<file path="src/rtl/pipeline_ctrl.sv">
// pipeline_ctrl: central stall/flush sequencer for the 5-stage pipeline.
// Sequences multi-cycle data-memory accesses (request held until ack or
// timeout) and merges the resulting freeze with the load-use stall and the
// ID-stage branch flush into per-stage write enables, PC write, ID/EX bubble
// and IF/ID flush. Also flags memory timeouts (sticky) and counts stalls.
//
// Parameters:
//   TIMEOUT  max BUSY cycles waiting for mem_ack_i before forced release
//   CNT_W    width of BUSY-cycle counter (2**CNT_W > TIMEOUT)
// Ports:
//   clk_i, rst_i          clock, asynchronous active-high reset
//   MemRead_MEM_i         MEM-stage load
//   MemWrite_MEM_i        MEM-stage store
//   mem_ack_i             data memory completed current request
//   Hazard_Stall_i        load-use stall request
//   Branch_Taken_i        ID-stage branch resolved taken
//   mem_req_o             data-memory request, held until ack/timeout
//   PCWrite_o, IFID_Write_o, IDEX_Write_o, EXMEM_Write_o, MEMWB_Write_o
//                         pipeline register write enables
//   NoOp_o                bubble into ID/EX
//   IFID_Flush_o          squash fetched instruction
//   err_o                 sticky memory-timeout flag
//   stall_total_o         saturating count of frozen/stalled cycles
module pipeline_ctrl #(
  parameter int unsigned TIMEOUT = 255,
  parameter int unsigned CNT_W   = 8
) (
  input  logic        clk_i,
  input  logic        rst_i,
  input  logic        MemRead_MEM_i,
  input  logic        MemWrite_MEM_i,
  input  logic        mem_ack_i,
  input  logic        Hazard_Stall_i,
  input  logic        Branch_Taken_i,
  output logic        mem_req_o,
  output logic        PCWrite_o,
  output logic        IFID_Write_o,
  output logic        IDEX_Write_o,
  output logic        EXMEM_Write_o,
  output logic        MEMWB_Write_o,
  output logic        NoOp_o,
  output logic        IFID_Flush_o,
  output logic        err_o,
  output logic [31:0] stall_total_o
);

  typedef enum logic [1:0] {IDLE, BUSY, DONE} state_t;

  state_t           state, state_nxt;
  logic [CNT_W-1:0] busy_cnt;
  logic             mem_op;
  logic             mem_freeze;
  logic             hz_stall;
  logic             timeout_hit;

  assign mem_op = MemRead_MEM_i | MemWrite_MEM_i;

  // Ack has priority: a timeout only fires when no ack arrives that cycle.
  assign timeout_hit = (state == BUSY) && !mem_ack_i &&
                       (busy_cnt == CNT_W'(TIMEOUT - 1));

  // Reset gating keeps the enables open while rst_i is held, even if a
  // memory op or stall request is presented during reset.
  assign mem_freeze = !rst_i && (((state == IDLE) && mem_op) || (state == BUSY));
  assign hz_stall   = !rst_i && !mem_freeze && Hazard_Stall_i;

  always_comb begin
    state_nxt = state;
    unique case (state)
      IDLE:    if (mem_op) state_nxt = BUSY;
      BUSY:    if (mem_ack_i || timeout_hit) state_nxt = DONE;
      DONE:    state_nxt = IDLE;
      default: state_nxt = IDLE;
    endcase
  end

  always_comb begin
    mem_req_o     = !rst_i && (state == BUSY);
    PCWrite_o     = 1'b1;
    IFID_Write_o  = 1'b1;
    IDEX_Write_o  = 1'b1;
    EXMEM_Write_o = 1'b1;
    MEMWB_Write_o = 1'b1;
    NoOp_o        = 1'b0;
    IFID_Flush_o  = 1'b0;
    if (mem_freeze) begin
      PCWrite_o     = 1'b0;
      IFID_Write_o  = 1'b0;
      IDEX_Write_o  = 1'b0;
      EXMEM_Write_o = 1'b0;
      MEMWB_Write_o = 1'b0;
    end else if (hz_stall) begin
      // Stall wins over flush: the branch sitting in ID is not yet resolved.
      PCWrite_o    = 1'b0;
      IFID_Write_o = 1'b0;
      NoOp_o       = 1'b1;
    end else if (!rst_i && Branch_Taken_i) begin
      IFID_Flush_o = 1'b1;
    end
  end

  always_ff @(posedge clk_i or posedge rst_i) begin
    if (rst_i) begin
      state         <= IDLE;
      busy_cnt      <= '0;
      err_o         <= 1'b0;
      stall_total_o <= '0;
    end else begin
      state <= state_nxt;
      if ((state == BUSY) && !mem_ack_i && !timeout_hit)
        busy_cnt <= busy_cnt + 1'b1;
      else
        busy_cnt <= '0;
      if (timeout_hit)
        err_o <= 1'b1;
      if ((mem_freeze || hz_stall) && (stall_total_o != '1))
        stall_total_o <= stall_total_o + 32'd1;
    end
  end

endmodule

</file>
<file path="config.mk">
export PLATFORM = sky130hd
export DESIGN_NAME = pipeline_ctrl
export DESIGN_NICKNAME = d
export VERILOG_FILES = /design/src/rtl/pipeline_ctrl.sv
export SDC_FILE = /design/constraint.sdc
export NUM_CORES = 1
export LEC_CHECK = 0
export CAP_MARGIN = 30
export CORE_MARGIN = 10
export CORE_UTILIZATION = 40
export DETAILED_ROUTE_END_ITERATION = 8
export PLACE_DENSITY_LB_ADDON = 0.1
export SYNTH_ARGS = -nofsm -noshare
export SYNTH_HDL_FRONTEND = slang
export SYNTH_SLANG_ARGS = --single-unit
</file>
<file path="constraint.sdc">
create_clock -name clk_i -period 2.5 [get_ports clk_i]
set_clock_uncertainty 0.05 [all_clocks]
set_input_delay 0.25 -clock clk_i [delete_from_list [all_inputs] [get_ports clk_i]]
set_output_delay 0.25 -clock clk_i [all_outputs]
set_load 0.02 [all_outputs]
</file>
# == After elaboration in Yosys (flattened, before gate mapping) ==
# Index checks and enable logic that the tools add are counted.
# classes
n_reduce_logical,19
eq_ne,5
n_addsub,2
n_bitwise,1
n_mux,12
# op_table
cell,n
$add A32 B1 Y32 const B,1
$ne A32 B32 Y1 const B,1
$logic_and A1 B1 Y1,10
$add A8 B1 Y8 const B,1
$eq A8 B8 Y1 const B,1
$mux W1,8
$mux W8,1
$logic_not A1 Y1,4
$mux W2,2
$pmux W2 S2,1
$logic_or A1 B1 Y1,3
$eq A2 B1 Y1 const B,1
$logic_not A2 Y1,1
$ne A2 B1 Y1 const B,1
$ne A2 B2 Y1 const B,1
$reduce_and A2 Y1,1
$or A1 B1 Y1,1
# word_totals
reg_bits,43
in_bits,7
word_cells,43
output_inout_bits,41

# == Depth between registers and ports, before layout ==
# Gate-level depths: netlist of the first run.
# logic_depth
depth_word,9
ltp_mapped,7
depth_no_buf,6

# == Least setup slack after synthesis of the first run ==
# No wires, ideal clock.
# synth_path
path_type,in2out
start,in rst_i
end,out IDEX_Write_o
arrival_ns,1.886
required_ns,2.200
setup_slack_ns,0.314
stages,3
path_cell_list,inv_1 -> nand2_1 -> buf_4
# synth_via
elab_chain_len,3
# synth_rtl
element,line_no,text
"start, declared",29,"input logic rst_i,"
$logic_not A1 Y1 (no source line),-,
$logic_and A1 B1 Y1,64,assign mem_freeze = !rst_i && (((state == IDLE) && mem_op) || (state == BUSY));
$mux W1,-,
"end, declared",38,"output logic IDEX_Write_o,"
# No other way between the ends.

# == Final worst setup path of the first run ==
# layout_path
start,reg state[0]
end,out PCWrite_o
# layout_via
elab_chain_len,9
elab_cells_between_ends,10
classes_between,eq/ne (1); mux (2); reduce/logical (7)
# layout_rtl
element,line_no,text
"start, declared",49,"state_t state, state_nxt;"
"start signal, assigned",109,state <= state_nxt;
$logic_not A2 Y1,64,
$logic_and A1 B1 Y1,64,
$logic_or A1 B1 Y1 (*),64,
$logic_and A1 B1 Y1 (*),64,
$logic_not A1 Y1,65,assign hz_stall = !rst_i && !mem_freeze && Hazard_Stall_i;
$logic_and A1 B1 Y1 (2 in series),65,
$mux W1,92,end else if (hz_stall) begin
$mux W1 (*),86,if (mem_freeze) begin
"end, declared",36,"output logic PCWrite_o,"
# Every way passes the cells marked *; elsewhere a longest branch is shown, timed or not.

==> results of run 1 <==
==> metrics by stage <==
step           cell area [um2]  utilization [%]  hold slack [ns]  setup WS, ns  power, mW
2_1_floorplan             2100                -            0.271         0.314       1.16
3_3_place_gp              2660             52.1            0.396         0.237       1.37
3_5_place_dp              2660             52.1            0.398         0.214       1.38
4_1_cts                   2760             54.1            0.422         0.184       1.87
5_1_grt                   2760             54.1            0.453        0.0744       1.96
6_report                  2760             54.1            0.418         0.196       1.85
==> synthesized netlist by cell type <==
library cell	number
dfrtp_1	43
xnor2_1	27
nand3_1	18
nor2_1	16
nand2_1	15
nand4_1	11
xor2_1	7
inv_1	6
nor4_1	6
and4_1	5
and3_1	4
nor3_1	4
buf_4	3
ha_1	3
nand3b_1	3
a21oi_1	2
and2_1	2
mux2_2	2
o31a_1	2
o31ai_1	2
a211oi_2	1
a311oi_1	1
a31oi_1	1
and2_2	1
and3_2	1
buf_6	1
buf_8	1
nand2b_1	1
nor2b_1	1
nor3b_1	1
nor4_2	1
nor4b_1	1
o21ai_0	1
o21ai_1	1
o41ai_1	1
or4_4	1
==> power by group through the flow <==
| stage | registers [mW] | logic (mW) | clock network [mW] |
|---|---|---|---|
| 3_3_place_gp | 0.879 | 0.490 | 0 |
| 4_1_cts | 0.866 | 0.502 | 0.506 |
| 2_1_floorplan | 0.923 | 0.241 | 0 |
| 6_report | 0.866 | 0.490 | 0.490 |
| 5_1_grt | 0.885 | 0.542 | 0.532 |
| 3_5_place_dp | 0.879 | 0.498 | 0 |
==> cell type report <==
class | count | share of cell area [%]
inverters | 6 | 0.815
clock inverters | 1 | 0.272
flip-flops and latches | 43 | 38.9
multi-input cells | 143 | 34.4
clock buffers | 7 | 3.49
repair buffers | 54 | 18.9
well taps | 70 | 3.17
==> layer usage <==
| metal | track usage, % | wire length [um] | part of all wire [%] |
|---|---|---|---|
| met4 | 3.86 | 30 | 0.63 |
| met1 | 14.5 | 2230 | 47 |
| met3 | 4.60 | 354 | 7.5 |
| met5 | 0 | 0 | 0 |
| met2 | 18.0 | 2130 | 45 |
==> tightest hold or removal path: cells and delay by family (launching register included) <==
family | cells | cell delay (ns)
DFF | 1 | 0.35
AOI/OAI and AO/OA | 1 | 0.05
buffers and inverters | 1 | 0.04
==> kinds of logic after synthesis <==
kind of cell | share of synthesized area [%]
AO/OA/AOI/OAI | 4.23
XOR/XNOR | 14.2
adder cells (fa/ha/maj) | 1.79
buffers and inverters | 3.40
flip-flops | 51.3
multiplexers | 1.07
AND/OR/NAND/NOR | 24.0
==> state kept, by name (all words and copies together), names as in the netlist <==
| signal | cells |
|---|---|
| state | 2 |
| busy_cnt | 8 |
| err_o | 1 |
| stall_total_o | 32 |
==> how the worst min path moves through the flow <==
| stage | from | to | slack (ns) | cells past startpoint |
|---|---|---|---|---|
| after floorplan | mem_ack_i | busy_cnt[7] | 0.27 | 1 |
| after global placement | err_o | err_o | 0.40 | 2 |
| after detailed placement | err_o | err_o | 0.40 | 2 |
| after CTS | err_o | err_o | 0.42 | 2 |
| after global routing | err_o | err_o | 0.45 | 2 |
| final | err_o | err_o | 0.42 | 2 |
==> out/metrics.yaml, run 1 <==
cts.repair.resized: 0
critPathBufInv: 2
first_iter_violations: 56
htree_num_levels: 2
p_int_mw: 1.25
grt_max_degree: 44
seqCellArea_um2: 1080
avgViaCountPerCell: 5.06
placedCellCount: 316
ys_ff_latch: 43
clock.fmax_mhz: 434
cp_num_cells: 4
cts.sinks: 43
fin_cells: 324
nets: 263
seq_power_share_pct: 46.9
timing.final.crit_share_pct: 92.2
worst_pin_slew_ns: 0.636
hold_path_class: "register to register"
multiInputGateArea_um2: 951
ff2ff_path_depth: 6
cp_slowest_cell: "clkdlybuf4s50_1"
final_cell_mix: "47 x clkdlybuf4s50_1, 43 x dfrtp_1, 27 x xnor2_1"
die_y_um: 92.4
pin_count: 48
hold_buffers: 0
criticalPathCategory: "register to output port"
cts_buffer_depth: 2
maxCapViolCount: 0
die_w_um: 92.4
drive_gt1_share_pct: 8.66
ant_nets: 0
switchingPower_uw: 598
combPwrFrac_pct: 26.5
syn_nets: 207
antenna_found_initial: 0
place_congestion: 0.811
syn-cell-area_um2: 2100
crit_required_ns: 2.20
cts_buffers: 5
postCtsSetupBuffers: 0
slew_viol_final: 0
synthCells: 197
clockRootBuffer: "clkbuf_8"
slowest_delay_ns: 0.65
vdd.ir_drop.worst_v: 0.000445
grt_use_total_pct: 11.6
synth_area_leaders: "dfrtp_1 51%, xnor2_1 11%, nand3_1 4.3%"
vias: 1640
yosysTopAreaCellShare_pct: 51.3
clk_latency_ns: 0.29
ys_types: 36
routed_wl_um: 4740
start_kind: "register"
grt_overflow: 0
p_leak_nw: 1.12
diodes: 0
path_cells: "nor4_1, a211oi_2, inv_1, clkdlybuf4s50_1"
status: "finished, final reports clean"
dp.final_hpwl_um: 3500
r2r_end: "stall_total_o[6]"
finalSetupTns_ns: 0
clkTransAtPathRegs_ns: 0.08
layout_commonest_cell: "clkdlybuf4s50_1"
cellPowerDensity_nw_per_um2: 668
ys.warnings.count: 0
setup_viol: 0
clkPwrFrac_pct: 26.5
nFillCells: 477
first_global_vias: 1658
reg2reg_from: "stall_total_o[27]"
cts_tree: "done"
initial_core_util_pct: 41.1
seq_area_frac_synth_pct: 51.3
maxSlewHeadroom_pct: 57.2
yosysTopAreaCell: "dfrtp_1"
final_hold_viol_count: 0
rows: 26
core-area_um2: 5110
arrival_ns: 2.00
die-area_um2: 8540
crit_path_start: "state[0]"
post_drt_wl_per_cell_um: 14.6
path_max_fanout: 6
endpoint_kind: "output port"
syn_area_per_cell_um2: 10.7
crit_end: "PCWrite_o"
fin_crit_ns: 2.30
drtPass1Iterations: 5
grt_pass1_wl_um: 8220
critical-path-top-delay-family: "buffers and inverters"
p_sw_share_pct: 32.4
area_growth_pct: 31.7
rrSetupSlack_ns: 0.31
post-route-drc-count: 0
rsz0062_at_grt: "false"
portBuffers: 47
Note: power is estimated with default switching activity, not from simulation.
==> run 2: changes to the inputs <==
Settings changed: TNS_END_PERCENT set to 30.
==> results of run 2 <==
Final layout, timing and power as in run 1 (identical DEF).
